===== config.mk =====
export PLATFORM = sky130hd
export DESIGN_NAME = ringbuffer_uart_drain
export DESIGN_NICKNAME = d
export VERILOG_FILES = /design/src/rtl/ringbuffer_uart_drain_pkg.sv /design/src/rtl/ringbuffer_uart_drain_uart_tx.sv /design/src/rtl/ringbuffer_uart_drain.sv
export SDC_FILE = /design/constraint.sdc
export NUM_CORES = 1
export LEC_CHECK = 0
export CAP_MARGIN = 20
export CORE_MARGIN = 3
export CORE_UTILIZATION = 53
export CTS_CLUSTER_DIAMETER = 80
export DETAILED_ROUTE_END_ITERATION = 10
export HOLD_SLACK_MARGIN = 0.12
export PLACE_DENSITY = 0.79
export REMOVE_ABC_BUFFERS = 1
export SLEW_MARGIN = 20
export SYNTH_ARGS = -nofsm -noshare
export SYNTH_HDL_FRONTEND = slang
export SYNTH_SLANG_ARGS = --single-unit

===== constraint.sdc =====
create_clock -name clock -period 2.39 [get_ports clock]
set_clock_uncertainty 0.1 [all_clocks]
set_input_delay 0.5975 -clock clock [delete_from_list [all_inputs] [get_ports clock]]
set_output_delay 0.5975 -clock clock [all_outputs]
set_load 0.05 [all_outputs]

===== src/rtl/ringbuffer_uart_drain_pkg.sv =====
// Shared types and constants for the ringbuffer UART drain.
package ringbuffer_uart_drain_pkg;

  typedef enum logic [2:0] {
    IDLE    = 3'd0,
    POP     = 3'd1,
    CAPTURE = 3'd2,
    SEND    = 3'd3,
    TRAIL   = 3'd4
  } state_t;

  localparam int unsigned UART_FRAME_BITS = 10;
  localparam logic [7:0]  DEFAULT_TRAILER = 8'h0A;

  // Number of whole bytes needed to carry a dw-bit entry.
  function automatic int unsigned bytes_for(input int unsigned dw);
    return (dw + 32'd7) / 32'd8;
  endfunction

endpackage


===== src/rtl/ringbuffer_uart_drain_uart_tx.sv =====
// 8N1 byte transmitter: LSB first, each bit held CLKS_PER_BIT cycles.
module uart_tx_byte
  import ringbuffer_uart_drain_pkg::*;
#(
  parameter int unsigned CLKS_PER_BIT = 104
) (
  input  logic       clock,
  input  logic       reset,
  input  logic       start,
  input  logic [7:0] data,
  output logic       tx,
  output logic       busy,
  output logic       done
);

  localparam int unsigned CNT_W    = $clog2(CLKS_PER_BIT);
  localparam logic [CNT_W-1:0] CNT_LAST = CNT_W'(CLKS_PER_BIT - 1);
  localparam logic [CNT_W-1:0] CNT_PRE  = CNT_W'(CLKS_PER_BIT - 2);
  localparam logic [3:0]       IDX_LAST = 4'(UART_FRAME_BITS - 1);

  logic [CNT_W-1:0] cnt;
  logic [3:0]       bit_idx;
  logic [8:0]       shreg;

  // Bit timing and serialisation; done is raised for the final stop-bit cycle.
  always_ff @(posedge clock) begin
    if (!reset) begin
      tx      <= 1'b1;
      busy    <= 1'b0;
      done    <= 1'b0;
      cnt     <= '0;
      bit_idx <= '0;
      shreg   <= '0;
    end else begin
      done <= busy && (bit_idx == IDX_LAST) && (cnt == CNT_PRE);
      if (!busy) begin
        if (start) begin
          tx      <= 1'b0;
          busy    <= 1'b1;
          cnt     <= '0;
          bit_idx <= '0;
          shreg   <= {1'b1, data};
        end
      end else if (cnt == CNT_LAST) begin
        cnt <= '0;
        if (bit_idx == IDX_LAST) begin
          busy <= 1'b0;
          tx   <= 1'b1;
        end else begin
          tx      <= shreg[0];
          shreg   <= {1'b1, shreg[8:1]};
          bit_idx <= bit_idx + 4'd1;
        end
      end else begin
        cnt <= cnt + CNT_W'(1);
      end
    end
  end

endmodule


===== src/rtl/ringbuffer_uart_drain.sv =====
// Pops ringbuffer entries and streams them MSB byte first over UART, then a trailer.
module ringbuffer_uart_drain
  import ringbuffer_uart_drain_pkg::*;
#(
  parameter int unsigned DW           = 48,
  parameter int unsigned CLKS_PER_BIT = 104,
  parameter logic [7:0]  TRAILER      = DEFAULT_TRAILER
) (
  input  logic          clock,
  input  logic          reset,
  input  logic [DW-1:0] read_data,
  input  logic          empty,
  input  logic          overflow,
  output logic          read_clock_enable,
  output logic          uart_tx,
  output logic          busy,
  output logic          overflow_seen,
  output logic [15:0]   frames_sent
);

  localparam int unsigned BYTES = bytes_for(DW);
  localparam int unsigned PW    = BYTES * 8;
  localparam int unsigned IDX_W = (BYTES > 1) ? $clog2(BYTES) : 1;
  localparam logic [IDX_W-1:0] IDX_TOP = IDX_W'(BYTES - 1);

  state_t           state;
  state_t           state_next;
  logic [PW-1:0]    shreg;
  logic [IDX_W-1:0] byte_idx;
  logic [PW-1:0]    padded_c;
  logic             start_c;
  logic [7:0]       tx_data_c;
  logic             tx_busy;
  logic             tx_done;

  assign padded_c = PW'(read_data);

  // State register.
  always_ff @(posedge clock) begin
    if (!reset) state <= IDLE;
    else        state <= state_next;
  end

  // Next state and byte-start control; a byte starts whenever the transmitter is free.
  always_comb begin
    state_next = state;
    start_c    = 1'b0;
    tx_data_c  = shreg[PW-1 -: 8];
    unique case (state)
      IDLE: begin
        if (!empty) state_next = POP;
      end
      POP: begin
        state_next = CAPTURE;
      end
      CAPTURE: begin
        start_c    = 1'b1;
        tx_data_c  = padded_c[PW-1 -: 8];
        state_next = SEND;
      end
      SEND: begin
        if (!tx_busy) start_c = 1'b1;
        if (tx_done && (byte_idx == '0)) state_next = TRAIL;
      end
      TRAIL: begin
        tx_data_c = TRAILER;
        if (!tx_busy) start_c = 1'b1;
        if (tx_done) state_next = IDLE;
      end
      default: state_next = IDLE;
    endcase
  end

  // Entry shift register, byte counter, registered status outputs.
  always_ff @(posedge clock) begin
    if (!reset) begin
      shreg             <= '0;
      byte_idx          <= '0;
      read_clock_enable <= 1'b0;
      busy              <= 1'b0;
      overflow_seen     <= 1'b0;
      frames_sent       <= '0;
    end else begin
      read_clock_enable <= (state_next == POP);
      busy              <= (state_next != IDLE);
      if (overflow) overflow_seen <= 1'b1;
      if (state == CAPTURE) begin
        shreg    <= padded_c;
        byte_idx <= IDX_TOP;
      end else if ((state == SEND) && tx_done && (byte_idx != '0)) begin
        shreg    <= shreg << 8;
        byte_idx <= byte_idx - IDX_W'(1);
      end
      if ((state == TRAIL) && tx_done) frames_sent <= frames_sent + 16'd1;
    end
  end

  uart_tx_byte #(
    .CLKS_PER_BIT(CLKS_PER_BIT)
  ) u_tx (
    .clock(clock),
    .reset(reset),
    .start(start_c),
    .data (tx_data_c),
    .tx   (uart_tx),
    .busy (tx_busy),
    .done (tx_done)
  );

endmodule

==> metrics, run 1 <==
part of the power in registers 52.3%; clock latency on the worst-skew pair 0.37 ns; register area share after synthesis 43.2%; Ports 72; Non-Filler Instances 654; CTS sink cnt 96; vias per cell 5.79; drt wl/cell 14.8 um; largest net degree at the start of global routing 90; Logic pwr share 15.3%; Final Critical Period 2.34 ns; xor-xnor portion of the synthesized cell area 2.16%; synth cell count leaders dfxtp_1 (96), a21oi_1 (50), o21ai_0 (50); HP Class register to register; # Post-CTS Setup Buffers 0; crit share post-route 98.0%; asr flop ratio synth 0%; DIE WIDTH 97.7 um; CP peak stage delay 0.84 ns; Die Y 97.7 um; largest family of logic cells by synthesized area compound AO/OA/AOI/OAI gates; post-route ant nets 0; drt first-iter violations 214; core footprint 7930 um2; DR DRC count 0; Synth Area in Simple Gates 13.3%; first-pass GRT wire length 16600 um; Placed Cells 638; Pint 2.47 mW; Placed Area 5250 um2; half-perimeter wire length of the detailed placement result 6680 um; Max Cap Viol 0; P_sw 0.936 mW; clock buffer depth 2; critical-path maximum fanout 5; CTS Buf Count 9; CP top delay family buffers and inverters; Total Wirelength 9680 um; Cells after Synth 490; Area Growth Syn to Fin 22.8%; WS Path Type register to primary output; crit path launch type register; Starting Density 56.2%; total gr overflow 0; fin worst setup slack 0.0471 ns; CP endpoint kind primary output; Synth area leader dfxtp_1; Synth Area in Compound Gates 24.4%; port buffer count 71; P_leak 1.98 nW; Min Hold Slack 0.350 ns; top cell type's share of synthesized area 43.2%; antenna cell count 0; Netlist cell types 62; FMAX 427 MHz; Post-Syn Area per Cell 9.09 um2; Worst Path Required 1.69 ns; initial antenna violation count 0; die area 9540 um2; outcome finished clean; CTS tree done; Synth Register Bits 96; Row Count 32; DR pass1 iterations 4; fin. max-slew vios 0; gr usage total 20.8%; Clock Power Share 32.4%; top-count cell post-synth dfxtp_1; Post-synth EDFFs 0; post-place setup slack 0.276 ns; CP max-delay cell clkdlybuf4s50_1; routed via count 3787; top_reg_cell synth dfxtp_1; share of cells above drive strength 1 7.97%; total power 3.41 mW; RePlAce Congestion 0.802; setup_tns 0 ns; vias in the first global route 3661; RSZ-0062 raised after global routing no; Final nets 606; final setup violation count 0; adder-cell area share of the yosys netlist 1.97%; Area contributors post-synth dfxtp_1 (43%), mux2i_1 (9.9%), a21oi_1 (5.6%); crit path cell chain clkdlybuf4s50_1; Tightest Pin Transition 0.563 ns; post-route cell area 5470 um2; Critical Path AT 1.65 ns; WP buf/inv 1; Switching Share 27.5%; VDD IR max 0.000416 V; Clock transition at path regs 0.09 ns; Mapped Area 4450 um2; Final Hold Fails 0; root buffer cell clkbuf_8; post-synthesis mux area share 10.1%; H-tree levels 3; Rel. slew slack 62.1%; final core occ 69.0%; yosys warns 0; power density cells 623 nW/um2
## layout by cell type (no fill, tap or decap), types with 8 or more instances in the layout
master | Yosys | routed
mux2i_1 | 44 | 44
a21oi_1 | 50 | 50
a221oi_1 | 8 | 8
a2bb2oi_1 | 8 | 8
inv_1 | 14 | 14
buf_4 | 0 | 11
nand2_1 | 20 | 20
o21ai_0 | 50 | 50
nand3_1 | 12 | 12
clkdlybuf4s50_1 | 0 | 65
dfxtp_1 | 96 | 96
clkbuf_8 | 0 | 10
nor2_1 | 30 | 30
## worst paths after layout
path	start	to	slack (ns)	cells past startpoint
hold reg to reg	u_tx.shreg[8]$_SDFFE_PN0P_	u_tx.shreg[8]$_SDFFE_PN0P_	0.35	2
hold / removal	u_tx.shreg[8]$_SDFFE_PN0P_	u_tx.shreg[8]$_SDFFE_PN0P_	0.35	2
setup reg to reg	u_tx.cnt[1]$_SDFFE_PN0P_	u_tx.shreg[3]$_SDFFE_PN0P_	0.23	5
setup / recovery	frames_sent[0]$_SDFFE_PN0P_	frames_sent[0]	0.05	1
## kinds of logic after synthesis
family          Yosys count
mux                      45
compound gates          168
fa+ha+maj                 7
flops                    96
xor+xnor                 11
buf+inv                  53
simple gates            110
## worst register-to-register path: cells and delay by family (launching register included)
family	cells	cell delay, ns
adder cells (fa/ha/maj)	1	0.29
AND/OR/NAND/NOR	2	0.63
flip-flops	1	0.38
AO/OA/AOI/OAI	2	0.64
## cell type report
cell class,instances,area [um2]
Fill cell,639,2460
Clock buffer,10,138
Inverter,15,56.3
Tap cell,102,128
Timing Repair Buffer,84,837
Sequential cell,96,1920
Clock inverter,6,67.6
Multi-Input combinational cell,341,2320
## layer usage
metal / track usage [%] / routed length [um] / part of all wire [%] / vias up
met5: 0 / 0 / 0 / -
met4: 7.88 / 117 / 1.2 / 0
met1: 26.8 / 4480 / 46 / 1781
met2: 34.4 / 4650 / 48 / 85
met3: 4.16 / 442 / 4.6 / 11
li1: - / - / - / 1910
## state kept, by name, indices dropped and copies added (netlist names)
signal and cells:
overflow_seen 1, busy 1, shreg 48, u_tx.tx 1, byte_idx 3, frames_sent 16
state 3, u_tx.done 1, u_tx.bit_idx 4, u_tx.cnt 7, u_tx.shreg 9, u_tx.busy 1
read_clock_enable 1
## power groups by stage
stage / registers, mW / logic [mW] / clock network [mW]
floorplan: 1.83 / 0.282 / 0
global placement: 1.81 / 0.505 / 0
detailed placement: 1.82 / 0.524 / 0
CTS: 1.78 / 0.526 / 1.12
global route: 1.79 / 0.580 / 1.18
finish: 1.78 / 0.522 / 1.10
## repair_timing
item | in CTS | in global routing
gates resized for setup | 1 | 4
setup endpoints to repair | 1 | 4
hold buffers | 0 | 0
No activity file was read; power rests on OpenSTA's default activity.
==> inputs of run 2 (changes only) <==
Settings changed: CORE_MARGIN 3 to unset.
==> metrics, run 2 (synthesized netlist as in run 1, its figures left out) <==
largest net degree at the start of global routing 90 (unchanged); drt first-iter violations 178 (-17%); crit path cell chain clkdlybuf4s50_1; Tightest Pin Transition 0.592 ns (+0.0288 ns); Ports 72 (unchanged); total power 3.44 mW (+0.90%); CTS Buf Count 9 (unchanged); CP peak stage delay 0.84 ns (about the same); Area Growth Syn to Fin 24.4%; Rel. slew slack 60.1% (-1.9 points); CP max-delay cell clkdlybuf4s50_1; CTS tree done; CP Launch Point frames_sent[8]$_SDFFE_PN0P_; Die Y 93.7 um (-4.1%); vias per cell 5.75 (-0.69%); DIE WIDTH 93.7 um (-4.1%); Starting Density 54.5% (-1.7 points); FMAX 431 MHz (+0.92%); Final Hold Fails 0 (unchanged); Row Count 33 (+3.1%); final setup violation count 0 (unchanged); core footprint 8180 um2 (+3.1%); antenna cell count 0 (unchanged); DR pass1 iterations 4 (unchanged); Hold Path Depth 2 (unchanged); FF-to-FF Start u_tx.cnt[1]$_SDFFE_PN0P_; Final nets 611 (+0.83%); RePlAce Congestion 0.806 (+0.54%); root buffer cell clkbuf_8; total gr overflow 0 (unchanged); commonest cells after routing, fill and taps aside dfxtp_1 (96), clkdlybuf4s50_1 (66), o21ai_0 (50), a21oi_1 (50), mux2i_1 (44); fin. max-slew vios 0 (unchanged); biggest regs shreg x48, frames_sent x16, u_tx.shreg x9; # Post-CTS Setup Buffers 0 (unchanged); Worst Path Required 1.69 ns (about the same); clock latency on the worst-skew pair 0.36 ns (about the same); crit share post-route 97.1% (-0.90 points); DR DRC count 0 (unchanged); reg2reg setup slack 0.20 ns (-0.03 ns); drt wl/cell 14.6 um (-1.7%); Critical Path AT 1.62 ns (-0.03 ns); largest reg by FF count shreg; Max Cap Viol 0 (unchanged); half-perimeter wire length of the detailed placement result 6710 um (+0.44%); CP top delay family buffers and inverters; Hold Path End u_tx.shreg[8]$_SDFFE_PN0P_; Clock transition at path regs 0.09 ns (about the same); power density cells 621 nW/um2 (-0.36%); die area 8770 um2 (-8.0%); worst hold start u_tx.shreg[8]$_SDFFE_PN0P_; hold_buf cts 0 (unchanged); reg2reg path depth 5 (unchanged); VDD IR max 0.000462 V (+11%); WS Path Type register to primary output; grt met1 use 30.4% (+3.7 points); most common cell after layout, fill and taps aside dfxtp_1; Critical R2R Capture u_tx.shreg[5]$_SDFFE_PN0P_; H-tree levels 3 (unchanged); CTS sink cnt 96 (unchanged); Final Critical Period 2.32 ns (-0.0214 ns); Total Wirelength 9620 um (-0.66%); busiest metal layer after global routing met2; gr usage total 23.5% (+2.7 points); port buffer count 71 (unchanged); clock buffer depth 2 (unchanged); share of cells above drive strength 1 8.45% (+0.48 points); first-pass GRT wire length 16400 um (-1.3%); P_leak 1.99 nW (+0.47%); WP buf/inv 1 (unchanged); vias in the first global route 3568 (-2.5%); max reg flops 48 (unchanged); RSZ-0062 raised after global routing no; critical-path maximum fanout 5 (unchanged); final core occ 67.7% (-1.2 points); routed via count 3801 (+0.37%); met2 GRT Util 38.5% (+4.2 points); HP Class register to register; initial antenna violation count 0 (unchanged); outcome finished clean; post-route ant nets 0 (unchanged); CP endpoint kind primary output; crit path launch type register; grt met3 use 4.61% (+0.45 points)
[run 2: what timing repair did]
item | CTS | global route
gates cloned | 0 | 0
endpoints found under the setup margin | 1 | 3
resized for setup | 1 | 3
[run 2: through the flow]
stage	instances	hold slack (ns)	cell area, um2	setup slack (ns)	TNS [ns]
after floorplan	452	0.322	4290	-1.79	-85.99
after global routing	661	0.387	5540	0.00321	0
after global placement	646	0.331	5320	0.341	0
after detailed placement	646	0.342	5320	0.252	0
final	661	0.351	5540	0.0685	0
after CTS	661	0.354	5530	0.0248	0
[run 2: final cells by class]
cell class	count	area, um2
clock buffers	10	128
fillers	659	2640
multi-input cells	341	2320
repair buffers	89	897
well taps	105	131
flip-flops and latches	96	1920
inverters	15	56.3
clock inverters	5	82.6
[run 2: worst max path at each step]
| stage | cells after the start | endpoint |
|---|---|---|
| 3_3_place_gp | 5 | u_tx.shreg[1]$_SDFFE_PN0P_ |
| 3_5_place_dp | 5 | u_tx.shreg[5]$_SDFFE_PN0P_ |
| 2_1_floorplan | 5 | byte_idx[1]$_SDFFE_PP0P_ |
| 6_report | 1 | frames_sent[8] |
| 4_1_cts | 1 | frames_sent[2] |
| 5_1_grt | 1 | frames_sent[8] |
[run 2: worst reg2reg max path, stage by stage (launching register included)]
cell and delay (ns):
dfxtp_1 0.40, ha_1 0.31, nand3b_1 0.23, o31a_1 0.35
or2_1 0.42, o31ai_2 0.32
[run 2: routing by layer]
layer,wire (um),up-vias
li1,-,1927
met1,4350,1754
met2,4610,103
met3,464,17
met4,186,0
met5,0,-
[run 2: power by group]
part           internal (mW)  total, mW  switching [mW]
Sequential              1.71       1.77          0.0659
Clock                  0.584       1.13           0.545
Combinational          0.247      0.532           0.286
==> edit (flow settings as in run 2) <==
Register the output `overflow_seen` once more; this adds one clock of latency there. The other outputs are not delayed to match.
--- a/src/rtl/ringbuffer_uart_drain.sv
+++ b/src/rtl/ringbuffer_uart_drain.sv
@@ -22,6 +22,8 @@
   localparam int unsigned PW    = BYTES * 8;
   localparam int unsigned IDX_W = (BYTES > 1) ? $clog2(BYTES) : 1;
   localparam logic [IDX_W-1:0] IDX_TOP = IDX_W'(BYTES - 1);
+
+  logic overflow_seen_s0;
 
   state_t           state;
   state_t           state_next;
@@ -78,12 +80,12 @@
       byte_idx          <= '0;
       read_clock_enable <= 1'b0;
       busy              <= 1'b0;
-      overflow_seen     <= 1'b0;
+      overflow_seen_s0  <= 1'b0;
       frames_sent       <= '0;
     end else begin
       read_clock_enable <= (state_next == POP);
       busy              <= (state_next != IDLE);
-      if (overflow) overflow_seen <= 1'b1;
+      if (overflow) overflow_seen_s0 <= 1'b1;
       if (state == CAPTURE) begin
         shreg    <= padded_c;
         byte_idx <= IDX_TOP;
@@ -107,4 +109,8 @@
     .done (tx_done)
   );
 
+  always_ff @(posedge clock) begin
+    overflow_seen <= overflow_seen_s0;
+  end
+
 endmodule
Check against the original RTL: not equivalent (a bounded check fails within 4 cycles, from zero or initial values and one cycle with reset low).
==> edit against run 2 <==
Design area is 0.43% lower; highest routed layer unchanged; global-route usage is 1.5 points lower; setup slack gained 6.4 ps; sequential cell count increased by 1; largest cell class unchanged; total power up 0.88%; sequential share of layout area up 0.51 points; area after synthesis grew 0.45%; routed wire length is 2.9% lower.
==> edit: results (changes against run 2) <==
Worst setup path
  – Slowest library cell on the worst path: sky130_fd_sc_hd__clkdlybuf4s50_1 (unchanged)

Global routing
  – Largest net degree at the start of global routing: 77 (was 90)
  – Initial antenna violation count: 0 (unchanged)
  – Global Route Usage Sum: 22.0% (was 23.5%)
  – Number of global-route vias before repair: 3425 (was 3568)
  – Wire length of the first global-routing pass: 15400 um (was 16400 um)

Synth
  – Sequential share of the synthesized area: 43.4% (was 43.2%)
  – Share of synthesized area spent on multiplexers: 10.1% (about the same)
  – Top cells by area, synth: sky130_fd_sc_hd__dfxtp_1 (43%), sky130_fd_sc_hd__mux2i_1 (9.8%), sky130_fd_sc_hd__a21oi_1 (5.6%), sky130_fd_sc_hd__o21ai_0 (5.6%), sky130_fd_sc_hd__nor2_1 (2.5%) (was sky130_fd_sc_hd__dfxtp_1 (43%), sky130_fd_sc_hd__mux2i_1 (9.9%), sky130_fd_sc_hd__a21oi_1 (5.6%), sky130_fd_sc_hd__o21ai_0 (5.6%), sky130_fd_sc_hd__nor2_1 (2.5%))
  – Fraction of the mapped netlist area in compound gates: 24.3% (was 24.4%)
  – Post-synthesis share of cell area spent on xor and xnor gates: 2.15% (was 2.16%)
  – Syn Area/Cell: 9.11 um2 (was 9.09 um2)
  – Adder and majority gate portion of the synthesized area: 1.96% (was 1.97%)
  – Yosys warning total: 0 (unchanged)
  – Cell types with the highest counts after synthesis: sky130_fd_sc_hd__dfxtp_1 (97), sky130_fd_sc_hd__a21oi_1 (50), sky130_fd_sc_hd__o21ai_0 (50), sky130_fd_sc_hd__mux2i_1 (44), sky130_fd_sc_hd__nor2_1 (30) (was sky130_fd_sc_hd__dfxtp_1 (96), sky130_fd_sc_hd__a21oi_1 (50), sky130_fd_sc_hd__o21ai_0 (50), sky130_fd_sc_hd__mux2i_1 (44), sky130_fd_sc_hd__nor2_1 (30))
  – Synth cell types: 62 (unchanged)

Final layout
  – Number of nets at the end of the flow: 609 (was 611)
  – Share of cells above drive strength 1: 7.93% (was 8.45%)

Detailed routing
  – Routed wire length per instance: 14.2 um (was 14.6 um)
  – Via count of the routed design: 3753 (was 3801)
  – Drt first-iter violations: 186 (was 178)

Placement
  – Inst Count DP: 644 (was 646)
  – Post-DP HPWL: 6490 um (was 6710 um)
  – Final weighted congestion of routability-driven global placement: 0.796 (was 0.806)

STA
  – Slew HR: 59.1% (was 60.1%)

Power and ir drop
  – Worst-case vdd ir drop: 0.414 mV (was 0.462 mV)
  – Switching share of total power: 26.0% (was 26.1%)
  – Static leakage power: 2.00 nW (was 1.99 nW)

Status
  – Result of the run: finished, final reports clean (unchanged)

Clocking
  – Number of buffers added by the clock tree synthesis step: 9 (unchanged)
## edit: cell types whose count changed after synthesis
cell,delta
sky130_fd_sc_hd__dfxtp_1,+1
## edit: per-layer routing
metal / share of wire, % / vias to the layer above / global-route usage (%)
met1: 47 / 1747 / 27.2
met4: 0.55 / 0 / 8.21
met2: 49 / 73 / 38.6
li1: - / 1929 / -
met3: 3.5 / 4 / 3.24
met5: 0 / - / 0
## edit: kinds of logic (layout without fill, tap and decap cells)
group,Yosys count,in the layout
simple gates,110,110
buf+inv,53,117
mux,45,45
fa+ha+maj,7,7
compound gates,168,168
xor+xnor,11,11
flops,97,97
## edit: worst paths after layout
| kind | startpoint | to | slack [ps] | cells after the start |
|---|---|---|---|---|
| setup / recovery | frames_sent[0] | frames_sent[0] | 70 | 1 |
| hold / removal | overflow_seen_s0 | overflow_seen | 260 | 0 |
| setup reg to reg | u_tx.cnt[1] | u_tx.shreg[3] | 240 | 5 |
| hold reg to reg | overflow_seen_s0 | overflow_seen | 260 | 0 |
## edit: final cells by class
class	count	area [um2]
clock buffer	11	131
sequential	97	1940
tap	105	131
multi-input combinational	341	2320
fill	670	2660
clock inverter	5	80.1
inverter	15	56.3
timing repair buffer	86	852
## edit: stage by stage
stage | instance area (um2) | setup slack, ps
after CTS | 5500 | 10.4
after global routing | 5510 | 15.4
final | 5510 | 74.9
after detailed placement | 5290 | 258
after floorplan | 4310 | -1790
after global placement | 5290 | 350
## edit: power by group through the flow
stage | clock network, W | logic (W) | registers [W]
finish | 0.00114 | 0.000530 | 0.00179
global route | 0.00123 | 0.000582 | 0.00181
CTS | 0.00116 | 0.000533 | 0.00179
detailed placement | 0 | 0.000531 | 0.00183
global placement | 0 | 0.000516 | 0.00182
floorplan | 0 | 0.000282 | 0.00184
